### config.mk
export PLATFORM = sky130hd
export DESIGN_NAME = dpram_lsu
export DESIGN_NICKNAME = d
export VERILOG_FILES = /design/src/rtl/dpram_lsu.sv
export SDC_FILE = /design/constraint.sdc
export NUM_CORES = 1
export LEC_CHECK = 0
export ABC_CLOCK_PERIOD_IN_PS = 1770
export CAP_MARGIN = 40
export CORE_ASPECT_RATIO = 2
export CORE_MARGIN = 2
export CORE_UTILIZATION = 39
export DETAILED_ROUTE_END_ITERATION = 8
export PLACE_DENSITY = 0.79
export SLEW_MARGIN = 0
export SYNTH_ARGS = -nofsm -noshare
export SYNTH_HDL_FRONTEND = slang
export SYNTH_SLANG_ARGS = --single-unit
### constraint.sdc
create_clock -name clk -period 1.77 [get_ports clk]
set_input_delay 0.2655 -clock clk [delete_from_list [all_inputs] [get_ports clk]]
set_output_delay 0.2655 -clock clk [all_outputs]
set_load 0.005 [all_outputs]
### src/rtl/dpram_lsu.sv
// Load/store initiator for port B of the data dual-port RAM.
// One RV32 load/store at a time; single-cycle response pulse, errors never reach the RAM.
module dpram_lsu #(
    parameter int unsigned RAM_DEPTH = 2048,
    parameter logic [31:0] BASE_ADDR = 32'h1000_0000,
    localparam int unsigned ADDR_W   = (RAM_DEPTH > 1) ? $clog2(RAM_DEPTH) : 1
) (
    input  logic              clk,
    input  logic              rst_n,
    input  logic              req_valid,
    output logic              req_ready,
    input  logic              req_we,
    input  logic [1:0]        req_size,
    input  logic              req_unsigned,
    input  logic [31:0]       req_addr,
    input  logic [31:0]       req_wdata,
    output logic              rsp_valid,
    output logic              rsp_err,
    output logic [31:0]       rsp_rdata,
    output logic              ram_en,
    output logic              ram_we,
    output logic [3:0]        ram_wem,
    output logic [ADDR_W-1:0] ram_addr,
    output logic [31:0]       ram_din,
    input  logic [31:0]       ram_dout
);

    localparam longint unsigned SPAN = 64'(RAM_DEPTH) * 64'd4;

    typedef enum logic [1:0] {S_IDLE, S_ACCESS, S_WAIT, S_RESP} state_t;

    state_t      state, state_nxt;
    logic        accept;
    logic        req_err;
    logic        in_range;
    logic [31:0] offset;
    logic [31:0] st_din;
    logic [3:0]  st_wem;
    logic        we_q;
    logic [1:0]  size_q;
    logic        uns_q;
    logic [1:0]  lo_q;
    logic [3:0]  wem_q;
    logic [31:0] shifted;
    logic [31:0] load_data;

    assign accept   = req_valid && (state == S_IDLE);
    assign offset   = req_addr - BASE_ADDR;
    assign in_range = (req_addr >= BASE_ADDR) && ({32'b0, offset} < SPAN);

    always_comb begin
        req_err = 1'b0;
        case (req_size)
            2'b00:   req_err = 1'b0;
            2'b01:   req_err = req_addr[0];
            2'b10:   req_err = |req_addr[1:0];
            default: req_err = 1'b1;
        endcase
        if (!in_range) req_err = 1'b1;
    end

    always_comb begin
        st_din = req_wdata;
        st_wem = 4'b1111;
        case (req_size)
            2'b00: begin
                st_din = {4{req_wdata[7:0]}};
                st_wem = 4'b0001 << req_addr[1:0];
            end
            2'b01: begin
                st_din = {2{req_wdata[15:0]}};
                st_wem = req_addr[1] ? 4'b1100 : 4'b0011;
            end
            default: begin
                st_din = req_wdata;
                st_wem = 4'b1111;
            end
        endcase
    end

    always_ff @(posedge clk or negedge rst_n) begin
        if (!rst_n) state <= S_IDLE;
        else        state <= state_nxt;
    end

    always_comb begin
        state_nxt = state;
        case (state)
            S_IDLE:   if (accept) state_nxt = req_err ? S_RESP : S_ACCESS;
            S_ACCESS: state_nxt = we_q ? S_RESP : S_WAIT;
            S_WAIT:   state_nxt = S_RESP;
            S_RESP:   state_nxt = S_IDLE;
            default:  state_nxt = S_IDLE;
        endcase
    end

    // Strobes decode straight from the state register so reset kills the write mask at once.
    always_comb begin
        req_ready = (state == S_IDLE);
        rsp_valid = (state == S_RESP);
        ram_en    = (state == S_ACCESS);
        ram_we    = (state == S_ACCESS) && we_q;
        ram_wem   = (state == S_ACCESS) ? wem_q : '0;
    end

    always_comb begin
        shifted   = ram_dout >> {lo_q, 3'b000};
        load_data = shifted;
        case (size_q)
            2'b00:   load_data = uns_q ? {24'b0, shifted[7:0]}
                                       : {{24{shifted[7]}}, shifted[7:0]};
            2'b01:   load_data = uns_q ? {16'b0, shifted[15:0]}
                                       : {{16{shifted[15]}}, shifted[15:0]};
            default: load_data = shifted;
        endcase
    end

    always_ff @(posedge clk or negedge rst_n) begin
        if (!rst_n) begin
            we_q      <= 1'b0;
            size_q    <= '0;
            uns_q     <= 1'b0;
            lo_q      <= '0;
            wem_q     <= '0;
            ram_addr  <= '0;
            ram_din   <= '0;
            rsp_err   <= 1'b0;
            rsp_rdata <= '0;
        end else begin
            if (accept) begin
                we_q   <= req_we;
                size_q <= req_size;
                uns_q  <= req_unsigned;
                lo_q   <= req_addr[1:0];
                wem_q  <= req_we ? st_wem : '0;
                if (req_err) begin
                    rsp_err   <= 1'b1;
                    rsp_rdata <= '0;
                end else begin
                    ram_addr <= offset[ADDR_W+1:2];
                    ram_din  <= st_din;
                end
            end
            if (state == S_ACCESS && we_q) begin
                rsp_err   <= 1'b0;
                rsp_rdata <= '0;
            end
            // The port output refreshes every cycle, so only the WAIT sample is the load data.
            if (state == S_WAIT) begin
                rsp_err   <= 1'b0;
                rsp_rdata <= load_data;
            end
        end
    end

endmodule
==> results of run 1 <==
[worst paths after layout]
check | from | cells past startpoint | to | slack (ns)
worst min register to register | wem_q[1]$_DFFE_PN0P_ | 2 | wem_q[1]$_DFFE_PN0P_ | 0.48
worst max register to register | state[1]$_DFFE_PN0P_ | 8 | ram_din[22]$_DFFE_PN0P_ | -0.05
worst min-delay path | req_size[1] | 3 | size_q[1]$_DFFE_PN0P_ | 0.44
max in group asynchronous | rst_n | 3 | state[0]$_DFFE_PN0P_ | 0.71
worst max-delay path | state[1]$_DFFE_PN0P_ | 8 | ram_din[22]$_DFFE_PN0P_ | -0.05
min in group asynchronous | rst_n | 2 | ram_din[12]$_DFFE_PN0P_ | 0.45
[cell type report]
cell class | instances | area [um2] | share of cell area
clock inverter | 6 | 67.6 | 0.00910
clock buffer | 10 | 229 | 0.0308
timing repair buffer | 234 | 2370 | 0.319
tap | 142 | 178 | 0.0239
sequential | 88 | 2200 | 0.297
inverter | 11 | 41.3 | 0.00556
multi-input combinational | 250 | 2340 | 0.315
[repair_timing]
item	in CTS	in global routing
buffers inserted	12	2
gates cloned	4	1
setup endpoints to repair	51	61
endpoints found under the hold margin	37	0
hold buffers	1	0
pin swaps	9	10
resized for setup	46	34
[state kept, by name, indices dropped and copies added, names as in the netlist, 2 cells and up]
name	count
lo_q	2
ram_addr	11
ram_din	32
rsp_rdata	32
size_q	2
state	2
wem_q	4
[per-layer routing]
metal | vias up | track usage
met3 | 30 | 0.0590
met4 | 0 | 0.103
met5 | - | 0
li1 | 1825 | -
met1 | 1982 | 0.247
met2 | 147 | 0.462
[power by group]
group	internal [mW]	switching, mW
sequential	2.43	0.273
combinational	2.00	1.67
clock	1.10	0.810
total	5.53	2.75
[Yosys cell counts (2+ instances only)]
master,number
dfrtp_1,88
mux2_2,44
nand2_1,36
mux2i_1,28
mux2_4,20
a32o_1,16
o221ai_1,15
clkbuf_1,13
o21ai_0,12
inv_1,11
a21oi_1,10
a211oi_1,9
nor2b_1,8
o211ai_1,8
and2_1,5
a21o_1,4
buf_2,4
buf_6,4
ha_1,4
nor2_1,4
nor3_1,4
buf_1,3
nor4_1,3
nand2b_1,2
nand3b_1,2
o21a_1,2
o31ai_1,2
[stage by stage]
stage / utilization / cell area, um2 / cells
finish: 0.658 / 7420 / 741
global placement: 0.601 / 6780 / 708
global route: 0.658 / 7420 / 741
floorplan: - / 4560 / 373
detailed placement: 0.601 / 6780 / 708
CTS: 0.654 / 7380 / 741
[worst register-to-register path, stage by stage, from the launching register on]
cell,delay [ns]
dfrtp_1,0.39
inv_2,0.09
ha_4,0.15
nand2_4,0.05
nor4b_4,0.26
buf_4,0.21
buf_6,0.12
buf_12,0.13
mux2_4,0.31
[logic make-up after synthesis]
| group | Yosys count | synth area share |
|---|---|---|
| adder cells (fa/ha/maj) | 4 | 0.0111 |
| multiplexers | 94 | 0.246 |
| AND/OR/NAND/NOR | 71 | 0.0816 |
| flip-flops | 88 | 0.488 |
| AO/OA/AOI/OAI | 81 | 0.136 |
| buffers and inverters | 35 | 0.0369 |
==> impl_metrics.json, run 1 <==
{
  "fin_crit_sh": 1.03,
  "grtUsageTotal": 0.245,
  "clk_path_buf_depth": 2,
  "via_count": 3984,
  "final_common_cell": "clkdlybuf4s50_1",
  "yosys_warnings": 0,
  "max_slew_margin": 0.650,
  "synth.avg_cell_area_um2": 12.1,
  "power.total_mw": 8.28,
  "synth_edf_count": 0,
  "wl_mm": 15.0,
  "clock.fmax_mhz": 548,
  "synth_top_area_frac": 0.488,
  "cts_sinks": 88,
  "core_mm2": 0.0113,
  "wire_per_inst_um": 20.3,
  "synth_ff_type": "dfrtp_1",
  "grt_pass1_wl_mm": 23.2,
  "clock_latency_ns": 0.33,
  "hpwl_mm": 10.2,
  "grt_max_degree": 40,
  "p_per_area_mw_per_mm2": 1120,
  "start_kind": "register",
  "slew_viol_final": 0,
  "ioPinCount": 187,
  "synth_area_leaders": "dfrtp_1 (49%), mux2_2 (11%), mux2_4 (6.7%)",
  "leakagePower_nw": 3.32,
  "cp.arrival_ns": 2.04,
  "antennaDiodeCount": 0,
  "slowest_delay_ns": 0.39,
  "route.met2.wl_mm": 8.66,
  "yosys.area.top_type": "dfrtp_1",
  "cap_violations": 0,
  "worst_pin_slew_ns": 0.525,
  "syn-num-nets": 480,
  "dieArea_mm2": 0.0125,
  "drt_iter0_markers": 167,
  "setup_ws_ns": -0.0547,
  "synth.distinct_cells": 39,
  "syn_area_mm2": 0.00451,
  "first_global_vias": 4371,
  "rows": 55,
  "numPortBuffers": 186,
  "critical_path.top_delay_family": "buffers and inverters",
  "critPathKind": "reg -> reg",
  "wl_met1_mm": 4.98,
  "viasPerCell": 5.38,
  "finalHoldViolCount": 0,
  "clock-skew-final_ns": 0.00893,
  "cp_cell_sequence": "inv_2 -> ha_4 -> nand2_4 -> nor4b_4 -> buf_4 -> buf_6 -> buf_12 -> mux2_4",
  "status": "finished, violations left",
  "setup_viol": 11,
  "async_flop_share": 1.00,
  "rsz0062_at_grt": "yes",
  "tns_ns": -0.462,
  "overflow": 0,
  "h-tree-depth": 3,
  "nets": 701,
  "routed.top_layer": "met4",
  "path_buf_inv": 4,
  "hold_class": "in -> reg",
  "tritoncts": "done",
  "drive_gt1_frac": 0.252,
  "ant_nets": 0,
  "met3_length_um": 885,
  "crit_path_end_kind": "register",
  "period_needed_ns": 1.82,
  "slowest_stage": "dfrtp_1",
  "pre_cts_ws_ns": -0.582,
  "synth.ff_latch_count": 88,
  "ys_seq_area_frac": 0.488,
  "cts_made_buffers": 9,
  "start_util": 0.400,
  "hold_slack_ns": 0.439,
  "area_growth_pct": 64.5,
  "antenna_found_initial": 0,
  "gp_congestion": 0.856,
  "root_buffer": "clkbuf_16",
  "first_pass_iters": 4,
  "drc": 0,
  "die_w_um": 80.0,
  "clk_pin_slew_worst_paths_ns": 0.06,
  "cp_max_fo": 6,
  "dieHeight_um": 156,
  "num-fill-cells": 861,
  "syn_inst": 373,
  "worstPathRequired_ns": 1.99,
  "violations": "setup timing",
  "ir_worst_vdd_uv": 698,
  "mostFrequentLayoutCells": "clkdlybuf4s50_1 (156), dfrtp_1 (88), mux2_4 (43), nand2_1 (35), buf_4 (33)"
}
Note: power is estimated with default switching activity, not from simulation.
==> inputs of run 2 (changes only) <==
==> config.mk (replaced) <==
export PLATFORM = sky130hd
export DESIGN_NAME = dpram_lsu
export DESIGN_NICKNAME = d
export VERILOG_FILES = /design/src/rtl/dpram_lsu.sv
export SDC_FILE = /design/constraint.sdc
export NUM_CORES = 1
export LEC_CHECK = 0
export ABC_CLOCK_PERIOD_IN_PS = 2280
export CAP_MARGIN = 40
export CORE_ASPECT_RATIO = 2
export CORE_MARGIN = 2
export CORE_UTILIZATION = 47
export DETAILED_ROUTE_END_ITERATION = 8
export PLACE_DENSITY = 0.89
export SYNTH_ARGS = -nofsm -noshare
export SYNTH_HDL_FRONTEND = slang
export SYNTH_SLANG_ARGS = --single-unit
==> constraint.sdc (replaced) <==
create_clock -name clk -period 2.28 [get_ports clk]
set_input_delay 0.342 -clock clk [delete_from_list [all_inputs] [get_ports clk]]
set_output_delay 0.342 -clock clk [all_outputs]
set_load 0.005 [all_outputs]
==> run 2 against run 1 <==
The run ends with hold timing left. Sequential power is 22% lower. Wire length shrank 7.7%. Clock skew decreased by 0.0010 ns. Critical endpoint is now ram_we. Largest cell class is now sequential cells. Highest routed layer unchanged.
==> impl_metrics.json, run 2 (synthesized netlist as in run 1, its figures left out) <==
{
  "status": "finished, violations left",
  "violations": "hold timing",
  "cap_violations": 0,
  "hold_class": "in -> async",
  "clock_latency_ns": 0.34,
  "route.met2.wl_mm": 7.73,
  "max_slew_margin": 0.621,
  "start_util": 0.484,
  "final_area_mm2": 0.00687,
  "root_buffer": "clkbuf_16",
  "slew_viol_final": 0,
  "p_per_area_mw_per_mm2": 895,
  "final_common_cell": "clkdlybuf4s50_1",
  "wl_mm": 13.9,
  "rsz0062_at_grt": "no",
  "rows": 50,
  "mostFrequentLayoutCells": "clkdlybuf4s50_1 (185), dfrtp_1 (88), mux2_2 (44), nand2_1 (36), mux2i_1 (28)",
  "drt_iter0_markers": 216,
  "drive_gt1_frac": 0.192,
  "viasPerCell": 5.80,
  "fin_crit_sh": 0.952,
  "grt_pass1_wl_mm": 21.8,
  "grtUsageTotal": 0.275,
  "leakagePower_nw": 3.02,
  "tritoncts": "done",
  "h-tree-depth": 3,
  "ioPinCount": 187,
  "nets": 675,
  "die_w_um": 73.3,
  "dieHeight_um": 143,
  "clk_pin_slew_worst_paths_ns": 0.07,
  "place_area_mm2": 0.00658,
  "setup_viol": 0,
  "cts_sinks": 88,
  "top_regs": "ram_din x32, rsp_rdata x32, ram_addr x11",
  "hold_slack_ns": -0.0225,
  "dp.cells": 661,
  "grt_max_degree": 44,
  "gp_congestion": 0.858,
  "crit_path_end_kind": "output pin",
  "clock-skew-final_ns": 0.00788,
  "worstPathRequired_ns": 1.94,
  "setup_ws_ns": 0.110,
  "finalHoldViolCount": 16,
  "via_count": 3926,
  "cts_made_buffers": 9,
  "first_pass_iters": 4,
  "numPortBuffers": 186,
  "ir_worst_vdd_uv": 537,
  "wl_met1_mm": 4.71,
  "antenna_found_initial": 0,
  "first_global_vias": 4299,
  "start_kind": "register",
  "core_mm2": 0.00932,
  "period_needed_ns": 2.17,
  "critPathKind": "reg -> out",
  "drc": 0,
  "wire_per_inst_um": 20.5,
  "cp.arrival_ns": 1.83,
  "overflow": 0,
  "hpwl_mm": 10.7,
  "stdcell_count": 677,
  "tns_ns": 0,
  "utilization": 0.737,
  "pre_cts_ws_ns": -0.153,
  "power.total_mw": 6.15,
  "antennaDiodeCount": 0,
  "routed.top_layer": "met4",
  "ant_nets": 0,
  "clock.fmax_mhz": 461,
  "r2r_cells": 6,
  "num-fill-cells": 605,
  "worst_pin_slew_ns": 0.568,
  "met3_length_um": 931,
  "clk_path_buf_depth": 2,
  "cp_max_fo": 6,
  "dieArea_mm2": 0.0104,
  "area_growth_pct": 52.3
}
run 2: changes by cell type in the layout (fill, tap and decap cells not counted), moves of 5 or more:
cell,before,now
buf_12,8,3
mux2_2,22,44
clkdlybuf4s15_1,5,0
dlygate4sd2_1,17,0
clkdlybuf4s50_1,156,185
dlymetal6s2s_1,6,0
buf_4,33,20
mux2_4,43,20
run 2: cell type report:
type	instances	area, um2	share of cell area
clock buffer	9	225	0.0328
clock inverter	7	62.6	0.00911
inverter	11	41.3	0.00601
multi-input combinational	250	2150	0.313
sequential	88	2200	0.321
tap	104	130	0.0189
timing repair buffer	208	2060	0.300
run 2: final timing paths:
path	startpoint	endpoint	slack, ns
min	rst_n	ram_din[13]$_DFFE_PN0P_	-0.02
min reg2reg	wem_q[1]$_DFFE_PN0P_	wem_q[1]$_DFFE_PN0P_	0.48
max	state[1]$_DFFE_PN0P_	ram_we	0.11
max reg2reg	state[0]$_DFFE_PN0P_	ram_din[24]$_DFFE_PN0P_	0.25
max in group asynchronous	rst_n	rsp_rdata[2]$_DFFE_PN0P_	1.66
min in group clk	wem_q[1]$_DFFE_PN0P_	wem_q[1]$_DFFE_PN0P_	0.48
run 2: worst max-delay path, stage by stage, from the launching register on:
cell and delay (ns):
dfrtp_1 0.42, inv_1 0.10, ha_2 0.23, and2_1 0.18
clkdlybuf4s50_1 0.55
run 2: report_power, final:
group	switching, mW	internal [mW]
clock	0.662	0.760
sequential	0.216	1.89
combinational	1.24	1.38
run 2: per-layer routing:
metal  up-vias  global-route usage
li1       1780                   -
met1      1952               0.284
met2       162               0.496
met3        32              0.0800
met4         0               0.121
met5         -                   0
run 2: timing repair:
action / CTS / global route
hold buffers: 0 / 0
gates resized for setup: 0 / 1
endpoints found under the setup margin: 0 / 1
buffers inserted: 0 / 0
